**config.mk**
```make
export PLATFORM = sky130hd
export DESIGN_NAME = vga_timing_pipe
export DESIGN_NICKNAME = d
export VERILOG_FILES = /design/src/rtl/vga_pkg.sv /design/src/rtl/vga_sync_delay.sv /design/src/rtl/vga_timing_pipe.sv
export SDC_FILE = /design/constraint.sdc
export NUM_CORES = 1
export LEC_CHECK = 0
export BUFFER_PORTS_ARGS = -buffer_cell sky130_fd_sc_hd__buf_2
export CAP_MARGIN = 25
export CELL_PAD_IN_SITES_DETAIL_PLACEMENT = 0
export CELL_PAD_IN_SITES_GLOBAL_PLACEMENT = 1
export CORE_ASPECT_RATIO = 0.5
export CORE_MARGIN = 2
export CORE_UTILIZATION = 40
export CTS_CLUSTER_SIZE = 20
export DETAILED_ROUTE_END_ITERATION = 16
export GPL_ROUTABILITY_DRIVEN = 0
export PLACE_DENSITY = 0.9
export SLEW_MARGIN = 20
export SYNTH_ARGS = -nofsm -noshare
export SYNTH_HDL_FRONTEND = slang
export SYNTH_SLANG_ARGS = --single-unit
```
**constraint.sdc**
```tcl
create_clock -name clk -period 2.6 [get_ports clk]
set_input_delay 0 -clock clk [delete_from_list [all_inputs] [get_ports clk]]
set_output_delay 0 -clock clk [all_outputs]
set_load 0.03 [all_outputs]
```
**src/rtl/vga_pkg.sv**
```systemverilog
// Shared VGA timing defaults (640x480@60) and elaboration-time helpers
// for the timing engine.
package vga_pkg;

    localparam int VGA_H_ACTIVE = 640;
    localparam int VGA_H_FP     = 16;
    localparam int VGA_H_SYNC   = 96;
    localparam int VGA_H_BP     = 48;
    localparam int VGA_V_ACTIVE = 480;
    localparam int VGA_V_FP     = 10;
    localparam int VGA_V_SYNC   = 2;
    localparam int VGA_V_BP     = 33;

    function automatic int h_total(input int active, input int fp, input int sync, input int bp);
        return active + fp + sync + bp;
    endfunction

    function automatic int v_total(input int active, input int fp, input int sync, input int bp);
        return active + fp + sync + bp;
    endfunction

    function automatic int clog2(input int value);
        int r;
        r = 0;
        while ((1 << r) < value) r++;
        return r;
    endfunction

endpackage

```
**src/rtl/vga_sync_delay.sv**
```systemverilog
// N-stage, W-wide enabled shift register with asynchronous reset to RST_VAL.
// N=0 degenerates to a wire.
module vga_sync_delay #(
    parameter int             N       = 1,
    parameter int             W       = 1,
    parameter logic [W-1:0]   RST_VAL = '0
) (
    input  logic         clk,
    input  logic         reset,
    input  logic         en,
    input  logic [W-1:0] d,
    output logic [W-1:0] q
);

    generate
        if (N == 0) begin : g_bypass
            logic w_unused;
            assign w_unused = ^{clk, reset, en};
            assign q = d;
        end else begin : g_pipe
            logic [W-1:0] r_stage [N];

            always_ff @(posedge clk or posedge reset) begin
                if (reset) begin
                    for (int i = 0; i < N; i++) r_stage[i] <= RST_VAL;
                end else if (en) begin
                    r_stage[0] <= d;
                    for (int i = 1; i < N; i++) r_stage[i] <= r_stage[i-1];
                end
            end

            assign q = r_stage[N-1];
        end
    endgenerate

endmodule

```
**src/rtl/vga_timing_pipe.sv**
```systemverilog
// Parametrised VGA timing engine: internal pixel tick, coordinate counters,
// latency-matched sync/blanking and registered, blanked RGB output.
module vga_timing_pipe
    import vga_pkg::*;
#(
    parameter int H_ACTIVE = VGA_H_ACTIVE,
    parameter int H_FP     = VGA_H_FP,
    parameter int H_SYNC   = VGA_H_SYNC,
    parameter int H_BP     = VGA_H_BP,
    parameter int V_ACTIVE = VGA_V_ACTIVE,
    parameter int V_FP     = VGA_V_FP,
    parameter int V_SYNC   = VGA_V_SYNC,
    parameter int V_BP     = VGA_V_BP,
    parameter int HS_POL   = 0,
    parameter int VS_POL   = 0,
    parameter int CLK_DIV  = 4,
    parameter int PIPE_LAT = 0,
    parameter int RGB_W    = 12,
    parameter int CNT_W    = 10,
    parameter int FC_W     = 8
) (
    input  logic             clk,
    input  logic             reset,
    input  logic [RGB_W-1:0] rgb_in,
    output logic [CNT_W-1:0] pixel_x,
    output logic [CNT_W-1:0] pixel_y,
    output logic             p_tick,
    output logic             hsync,
    output logic             vsync,
    output logic             video_on,
    output logic [RGB_W-1:0] rgb_out,
    output logic             line_start,
    output logic             frame_start,
    output logic [FC_W-1:0]  frame_count
);

    localparam int H_TOTAL = h_total(H_ACTIVE, H_FP, H_SYNC, H_BP);
    localparam int V_TOTAL = v_total(V_ACTIVE, V_FP, V_SYNC, V_BP);
    localparam int DIV_W   = (CLK_DIV > 1) ? clog2(CLK_DIV) : 1;

    localparam logic [DIV_W-1:0] DIV_LAST = DIV_W'(CLK_DIV - 1);
    localparam logic [CNT_W-1:0] H_LAST   = CNT_W'(H_TOTAL - 1);
    localparam logic [CNT_W-1:0] V_LAST   = CNT_W'(V_TOTAL - 1);
    localparam logic [CNT_W-1:0] H_VIS    = CNT_W'(H_ACTIVE);
    localparam logic [CNT_W-1:0] V_VIS    = CNT_W'(V_ACTIVE);
    localparam logic [CNT_W-1:0] H_SS     = CNT_W'(H_ACTIVE + H_FP);
    localparam logic [CNT_W-1:0] H_SE     = CNT_W'(H_ACTIVE + H_FP + H_SYNC - 1);
    localparam logic [CNT_W-1:0] V_SS     = CNT_W'(V_ACTIVE + V_FP);
    localparam logic [CNT_W-1:0] V_SE     = CNT_W'(V_ACTIVE + V_FP + V_SYNC - 1);
    localparam logic             HS_IDLE  = (HS_POL == 0);
    localparam logic             VS_IDLE  = (VS_POL == 0);

    logic [DIV_W-1:0] r_div;
    logic [DIV_W-1:0] w_div_next;
    logic             r_tick;
    logic [CNT_W-1:0] r_h_cnt;
    logic [CNT_W-1:0] r_v_cnt;
    logic [FC_W-1:0]  r_frame_cnt;
    logic             w_h_wrap;
    logic             w_v_wrap;
    logic             w_de;
    logic             w_hs_act;
    logic             w_vs_act;
    logic [2:0]       w_raw;
    logic [2:0]       w_dly;
    logic             r_video_on;
    logic             r_hsync;
    logic             r_vsync;
    logic [RGB_W-1:0] r_rgb;

    // The tick is registered from the next divider value so it stays low in
    // reset even when CLK_DIV=1, yet still equals (div==CLK_DIV-1) afterwards.
    always_comb begin
        w_div_next = (r_div == DIV_LAST) ? '0 : r_div + DIV_W'(1);
    end

    always_ff @(posedge clk or posedge reset) begin
        if (reset) begin
            r_div  <= '0;
            r_tick <= 1'b0;
        end else begin
            r_div  <= w_div_next;
            r_tick <= (w_div_next == DIV_LAST);
        end
    end

    assign w_h_wrap = r_tick && (r_h_cnt == H_LAST);
    assign w_v_wrap = w_h_wrap && (r_v_cnt == V_LAST);

    always_ff @(posedge clk or posedge reset) begin
        if (reset) begin
            r_h_cnt     <= '0;
            r_v_cnt     <= '0;
            r_frame_cnt <= '0;
        end else if (r_tick) begin
            if (w_h_wrap) begin
                r_h_cnt <= '0;
                r_v_cnt <= (r_v_cnt == V_LAST) ? '0 : r_v_cnt + CNT_W'(1);
            end else begin
                r_h_cnt <= r_h_cnt + CNT_W'(1);
            end
            if (w_v_wrap) r_frame_cnt <= r_frame_cnt + FC_W'(1);
        end
    end

    assign w_de     = (r_h_cnt < H_VIS) && (r_v_cnt < V_VIS);
    assign w_hs_act = (r_h_cnt >= H_SS) && (r_h_cnt <= H_SE);
    assign w_vs_act = (r_v_cnt >= V_SS) && (r_v_cnt <= V_SE);
    assign w_raw    = {w_de, w_hs_act, w_vs_act};

    // Matches the pixel generator latency; stages reset to "inactive".
    vga_sync_delay #(
        .N       (PIPE_LAT),
        .W       (3),
        .RST_VAL (3'b000)
    ) u_sync_delay (
        .clk   (clk),
        .reset (reset),
        .en    (r_tick),
        .d     (w_raw),
        .q     (w_dly)
    );

    always_ff @(posedge clk or posedge reset) begin
        if (reset) begin
            r_video_on <= 1'b0;
            r_hsync    <= HS_IDLE;
            r_vsync    <= VS_IDLE;
            r_rgb      <= '0;
        end else if (r_tick) begin
            r_video_on <= w_dly[2];
            r_hsync    <= w_dly[1] ^ HS_IDLE;
            r_vsync    <= w_dly[0] ^ VS_IDLE;
            r_rgb      <= w_dly[2] ? rgb_in : '0;
        end
    end

    assign pixel_x     = r_h_cnt;
    assign pixel_y     = r_v_cnt;
    assign p_tick      = r_tick;
    assign hsync       = r_hsync;
    assign vsync       = r_vsync;
    assign video_on    = r_video_on;
    assign rgb_out     = r_rgb;
    assign line_start  = w_h_wrap;
    assign frame_start = w_v_wrap;
    assign frame_count = r_frame_cnt;

endmodule

```
==> results of run 1 <==
cells by family (layout without fill, tap and decap cells):
kind of cell               Yosys count  after routing  share of synthesized area
AOI/OAI and AO/OA                   29             29                      0.101
xor gates and xnor gates            18             18                     0.0755
adders and majority gates            7              7                     0.0420
buffers and inverters               16             91                     0.0336
DFF                                 46             46                      0.553
muxes                                3              3                     0.0150
and+or+nand+nor                     61             61                      0.180
worst max-delay path: stages, from the launching register on:
cell	delay, ns
dfrtp_1	0.42
inv_1	0.10
ha_1	0.16
nand4_1	0.11
or4_1	0.70
nor2_4	0.22
buf_2	0.22
area by class of cell:
type	instances	area, sq um
fillers	435	2270
flip-flops and latches	46	1150
multi-input cells	118	863
repair buffers	74	453
well taps	70	87.6
clock buffers	6	82.6
inverters	10	37.5
clock inverters	1	30.0
cells in the final DEF (no fill, tap or decap), types with 2 or more instances in the layout:
cell type      synthesis  routed
dfrtp_1               44      44
a21o_1                 2       2
mux2i_1                2       2
buf_2                  2      59
and3_1                 2       2
and4_1                 3       3
nor3_1                 3       3
nand3_1               12      12
clkbuf_8               0       6
nor2_1                10      10
a21oi_1                2       2
o21ai_0                9       9
a22o_1                14      14
ha_1                   7       7
nand4_1                5       5
dfstp_2                2       2
dlygate4sd3_1          0      13
nor4_1                 3       3
nand2_1               10      10
xor2_1                 7       7
nor4_4                 2       2
inv_1                 10       9
xnor2_1               11      11
state kept, by name, indices dropped and copies added (netlist names):
signal       cells
frame_count      8
hsync            1
p_tick           1
pixel_x         10
pixel_y         10
r_div            2
rgb_out         12
video_on         1
vsync            1
metal layers:
layer	track usage	vias up	share of wire
met2	0.243	29	0.46
met5	0	-	0
li1	-	792	-
met3	0.0621	7	0.052
met1	0.206	792	0.47
met4	0.0855	0	0.019
where the power goes:
part	internal (mW)	switching (mW)	total, mW
combinational	0.0371	0.0450	0.0821
sequential	0.724	0.00523	0.730
clock	0.308	0.239	0.547
total	1.07	0.289	1.36
synth_stat cells (all sizes together):
cell and count:
a21o 2, nor4 5, nor3b 1, and3 3, buf 4, nor2b 1, xor2 7, nand4 6
mux2i 2, o21ai 9, o41ai 1, xnor2 11, or2 1, or3 2, dfrtp 44, nand4b 1
nand2 10, inv 10, ha 7, o22a 1, and4 3, mux2 1, dfstp 2, clkbuf 2
or4 1, nor2 11, a22o 14, nand3 12, and4b 1, a21oi 2, nor3 3
metrics by stage:
| stage | power, mW | util | setup WS (ns) | cells | cell area [sq um] |
|---|---|---|---|---|---|
| finish | 1.36 | 0.544 | 0.378 | 325 | 2710 |
| global route | 1.42 | 0.544 | 0.233 | 325 | 2710 |
| CTS | 1.36 | 0.540 | 0.355 | 324 | 2690 |
| detailed placement | 0.808 | 0.491 | 0.461 | 304 | 2440 |
| global placement | 0.806 | 0.491 | 0.532 | 304 | 2440 |
| floorplan | 0.782 | - | 0.375 | 180 | 2090 |
worst paths after layout:
kind | startpoint | endpoint | slack (ns) | depth (start not counted)
hold reg to reg | r_div[0]$_DFF_PP0_ | r_div[0]$_DFF_PP0_ | 0.46 | 1
max in group asynchronous | reset | hsync$_DFFE_PP1P_ | 1.90 | 4
min in group clk | rgb_in[6] | rgb_out[6]$_DFFE_PP0P_ | 0.45 | 3
setup reg to reg | pixel_x[0]$_DFFE_PP0P_ | pixel_y[3]$_DFFE_PP0P_ | 0.45 | 6
setup / recovery | pixel_y[0]$_DFFE_PP0P_ | frame_start | 0.38 | 6
hold / removal | reset | rgb_out[2]$_DFFE_PP0P_ | 0.17 | 3
==> impl_metrics.py, run 1 <==
metrics = {
    "synth": {
        "yosys_register_bits": 46,
        "synth_cell_types": 38,
        "ys_warn_count": 0,
        "syn-mean-instance-area_sq_um": 11.6,
        "synth_area_sq_um": 2090,
        "netlist_top_cells_area": "dfrtp_1, a22o_1, xnor2_1",
        "synthDominantAreaCellType": "dfrtp_1",
        "synth_sequential_area_ratio": 0.553,
        "syn_nets": 201,
        "syn-instance-count": 180,
        "yosysTopAreaCellShare": 0.528,
    },
    "finish": {
        "areaGrowthSynthToFinish_pct": 29.7,
        "layout-drive-gt1-share": 0.306,
        "nNetsFinal": 276,
        "antennaDiodeCount": 0,
    },
    "floorplanning": {
        "die_area_sq_um": 5850,
        "std_cell_core_area_sq_um": 4980,
        "num_rows": 18,
        "initial_utilization": 0.419,
        "die_height_um": 55.1,
        "fp.dieW_um": 106,
        "i_o_pin_count": 60,
    },
    "global_routing": {
        "global_route_wire_length_before_repair_mm": 6.89,
        "grt_antenna_before_repair": 0,
        "grt.overflow.total": 0,
        "grt_start_max_net_pins": 47,
        "overall_track_demand_over_capacity_in_global_routing": 0.161,
        "first_global_vias": 1401,
    },
    "clock_tree": {
        "ctsRootBufferMaster": "clkbuf_8",
        "max-clock-path-buffers": 2,
        "cts_tree": "built",
        "cts_buffers": 5,
        "post_cts.resized_instances": 0,
        "clock_sink_count": 46,
        "cts.repair_timing.setup_buffer_count": 0,
        "htreeDepth": 2,
        "insertion_delay_ns": 0.30,
        "hold_buffers": 13,
        "clkSlewWorstSetupHoldPaths_ns": 0.09,
    },
    "timing": {
        "setup_viol": 0,
        "slew_of_the_pin_with_the_lowest_slew_margin_ns": 0.836,
        "finalCritPeriodShare": 0.855,
        "maxSlewViolCount": 0,
        "final_hold_viol_count": 0,
        "worst_clock_skew_ns": 0.00865,
        "fin_setup_tns_ns": 0,
        "finalCriticalPeriod_ns": 2.22,
        "timing.hold.ws_ns": 0.175,
        "grt_setup_unrepaired": "false",
        "timing.slew.headroom": 0.438,
        "max_freq_mhz": 450,
    },
    "critical_path": {
        "endpoint_kind": "output pin",
        "critPathArrivalTime_ns": 2.22,
        "crit_fanout": 7,
        "timing.critical_path.required_ns": 2.60,
        "startpoint_type": "flop",
        "timing_worst_setup_path_type": "flop to output pin",
    },
    "routing": {
        "drt_pre_antenna_iters": 4,
        "drc_errors": 0,
        "via_count": 1620,
        "vias_per_cell": 4.98,
        "routed_wire_length_mm": 4.58,
        "drt_iter0_markers": 80,
        "drtAntennaViolNets": 0,
        "routedWlPerCell_um": 14.1,
    },
    "worst_hold_path": {
        "hold_path.class": "input port to asynchronous set/reset pin",
    },
    "outcome": {
        "run_status": "completed",
    },
    "power_and_ir_drop": {
        "cellLeakagePower_nw": 1.39,
        "vdd_ir_drop_max_mv": 0.218,
        "power.density_cell_area_nw_per_um2": 502,
    },
    "placement": {
        "hpwl_dp_mm": 3.15,
        "place.port_buffers": 59,
    },
    "run": {
        "timing.max_cap.violations": 0,
    },
}
Power figures use the tool's default switching activity.
==> inputs of run 2 (changes only) <==
- SYNTH_HIERARCHICAL: default -> 1
==> impl_metrics.py, run 2 <==
metrics = {
    "outcome": {
        "run_status": "completed",
    },
    "clock_tree": {
        "clkSlewWorstSetupHoldPaths_ns": 0.06,
        "ctsRootBufferMaster": "clkbuf_16",
        "insertion_delay_ns": 0.28,
        "cts_buffers": 5,
        "htreeDepth": 2,
        "max-clock-path-buffers": 2,
        "clock_sink_count": 46,
        "cts_tree": "built",
    },
    "floorplanning": {
        "std_cell_core_area_sq_um": 5490,
        "die_height_um": 57.3,
        "die_area_sq_um": 6350,
        "initial_utilization": 0.414,
        "i_o_pin_count": 60,
        "num_rows": 19,
        "fp.dieW_um": 111,
    },
    "finish": {
        "layout-drive-gt1-share": 0.296,
        "antennaDiodeCount": 0,
        "areaGrowthSynthToFinish_pct": 27.9,
        "post_layout_nonfiller_instances": 364,
        "layout_commonest_cell": "buf_2",
        "nNetsFinal": 311,
        "nFillCells": 506,
        "most-common-layout-cells": "buf_2, dfrtp_1, nand2_1",
        "largest_register_ffs": 12,
    },
    "routing": {
        "drt_iter0_markers": 124,
        "routedWlPerCell_um": 13.3,
        "via_count": 1788,
        "vias_per_cell": 4.91,
        "routed_wire_length_mm": 4.86,
        "drtAntennaViolNets": 0,
        "drc_errors": 0,
        "drt_pre_antenna_iters": 4,
    },
    "synth": {
        "yosys_register_bits": 46,
        "ys_warn_count": 6,
        "yosysTopAreaCellShare": 0.484,
        "synthDominantAreaCellType": "dfrtp_1",
        "synth_enable_flop_cells": 0,
        "syn_nets": 242,
        "yosys.cell_count.top_type": "dfrtp_1",
        "synth_sequential_area_ratio": 0.507,
        "syn-mean-instance-area_sq_um": 10.3,
        "synthFlopType": "dfrtp_1",
        "netlist_top_cells_area": "dfrtp_1, o21ai_0, nand2_1",
        "synth_area_sq_um": 2280,
        "syn-instance-count": 221,
        "synth_cell_types": 45,
        "synth_common_cells": "dfrtp_1, nand2_1, inv_1",
        "async_flop_share": 1.00,
    },
    "critical_path": {
        "endpoint_kind": "output pin",
        "startpoint_type": "flop",
        "critPathArrivalTime_ns": 1.97,
        "timing.critical_path.buf_inv": 1,
        "crit_fanout": 9,
        "reg2regPathDepth": 6,
        "worst_path_cell_chain": "ha_1, and4_1, nand4_2, nor2_2, buf_2",
        "top_cell_family_by_delay_on_the_critical_path": "simple AND/OR/NAND/NOR gates",
        "slowest_stage": "dfrtp_1",
        "critical_path.reg2reg.endpoint": "pixel_y[4]$_DFFE_PP0P_",
        "timing_worst_setup_path_type": "flop to output pin",
        "ff2ff_setup_slack_ns": 0.66,
        "rr_startpoint": "pixel_x[0]$_DFFE_PP0P_",
        "timing.critical_path.required_ns": 2.60,
        "timing.critical_path.depth": 5,
        "crit_path_max_incr_delay_ns": 0.38,
    },
    "power_and_ir_drop": {
        "cellLeakagePower_nw": 1.49,
        "power.sequential.fraction": 0.503,
        "power.density_cell_area_nw_per_um2": 499,
        "power.net_switching_uw": 313,
        "vdd_ir_drop_max_mv": 0.270,
        "intPower_mw": 1.14,
        "combPwrFrac": 0.056,
        "fraction_of_power_spent_switching_nets": 0.215,
        "p_clk_frac": 0.441,
    },
    "timing": {
        "grt_setup_unrepaired": "false",
        "final_hold_viol_count": 0,
        "maxSlewViolCount": 0,
        "finalCritPeriodShare": 0.757,
        "max_freq_mhz": 508,
        "worst_clock_skew_ns": 0.00443,
        "slew_of_the_pin_with_the_lowest_slew_margin_ns": 0.528,
        "setup_viol": 0,
        "finalCriticalPeriod_ns": 1.97,
        "fin_setup_tns_ns": 0,
        "final.setup.worst_slack_ns": 0.631,
        "timing.slew.headroom": 0.648,
    },
    "global_routing": {
        "global_route_wire_length_before_repair_mm": 8.27,
        "grt_antenna_before_repair": 0,
        "grt_start_max_net_pins": 47,
        "first_global_vias": 1750,
        "grt.overflow.total": 0,
        "overall_track_demand_over_capacity_in_global_routing": 0.163,
    },
    "run": {
        "timing.max_cap.violations": 0,
    },
    "placement": {
        "place.port_buffers": 59,
        "dp.cells": 342,
        "hpwl_dp_mm": 3.41,
        "dp_slack_ns": 0.651,
    },
    "worst_hold_path": {
        "hold_path.class": "input port to asynchronous set/reset pin",
    },
}
-- run 2: cell types whose count changed in the layout (fill, tap and decap cells not counted), sizes merged, moves of 4 or more --
cell	previous run	this run
inv	10	23
xnor2	11	7
and2	0	4
o21ai	9	19
a22o	14	0
nand2	10	24
-- run 2: routing by layer --
layer | global-route usage | share of wire
met5 | 0 | 0
met4 | 0.0625 | 0.0095
met3 | 0.0372 | 0.028
met2 | 0.268 | 0.50
met1 | 0.214 | 0.47
-- run 2: worst max-delay path by stage --
stage / to / slack, ns / startpoint
floorplan: frame_count[1]$_DFFE_PP0P_ / 0.50 / pixel_x[1]$_DFFE_PP0P_
global placement: frame_count[1]$_DFFE_PP0P_ / 0.73 / pixel_x[0]$_DFFE_PP0P_
detailed placement: pixel_y[4]$_DFFE_PP0P_ / 0.65 / pixel_x[1]$_DFFE_PP0P_
CTS: frame_start / 0.60 / pixel_x[1]$_DFFE_PP0P_
global route: pixel_y[4]$_DFFE_PP0P_ / 0.47 / pixel_x[1]$_DFFE_PP0P_
finish: frame_start / 0.63 / pixel_x[0]$_DFFE_PP0P_
-- run 2: power groups by stage --
stage / clock [mW] / sequential (mW) / combinational, mW
after floorplan: 0 / 0.763 / 0.0165
after global placement: 0 / 0.743 / 0.0604
after detailed placement: 0 / 0.743 / 0.0618
after CTS: 0.657 / 0.730 / 0.0767
after global routing: 0.690 / 0.731 / 0.0890
final: 0.641 / 0.730 / 0.0812
-- run 2: kinds of logic (layout without fill, tap and decap cells) --
kind of cell,Yosys count,in the layout,synth area share
adder cells (fa/ha/maj),7,7,0.0385
buffers and inverters,36,106,0.0709
AO/OA/AOI/OAI,30,30,0.0797
multiplexers,5,5,0.0231
flip-flops,46,46,0.507
AND/OR/NAND/NOR,80,80,0.216
XOR/XNOR,17,17,0.0654
-- run 2: worst min-delay path: cells and delay by family --
family	cells	cell delay [ns]
buf+inv	3	1.03
-- run 2: cell type report --
cell class | count | area, sq um | area share
clock inverters | 2 | 12.5 | 0.00430
repair buffers | 75 | 468 | 0.161
clock buffers | 6 | 139 | 0.0477
inverters | 23 | 86.3 | 0.0297
multi-input cells | 139 | 961 | 0.330
flip-flops and latches | 46 | 1150 | 0.396
well taps | 73 | 91.3 | 0.0314
-- run 2: metrics by stage --
step / power (mW) / hold slack [ns] / utilization / instance area (sq um)
finish: 1.45 / 0.301 / 0.530 / 2910
global route: 1.51 / 0.336 / 0.530 / 2910
CTS: 1.46 / 0.454 / 0.525 / 2880
detailed placement: 0.805 / 0.214 / 0.474 / 2600
global placement: 0.803 / 0.204 / 0.474 / 2600
floorplan: 0.779 / 0.117 / - / 2280
-- run 2: repair_timing --
action | 4_1_cts | 5_1_grt
setup buffers | 0 | 0
hold buffers | 13 | 0
endpoints found under the setup margin | 0 | 0
resized for setup | 0 | 0
hold endpoints to repair | 56 | 0
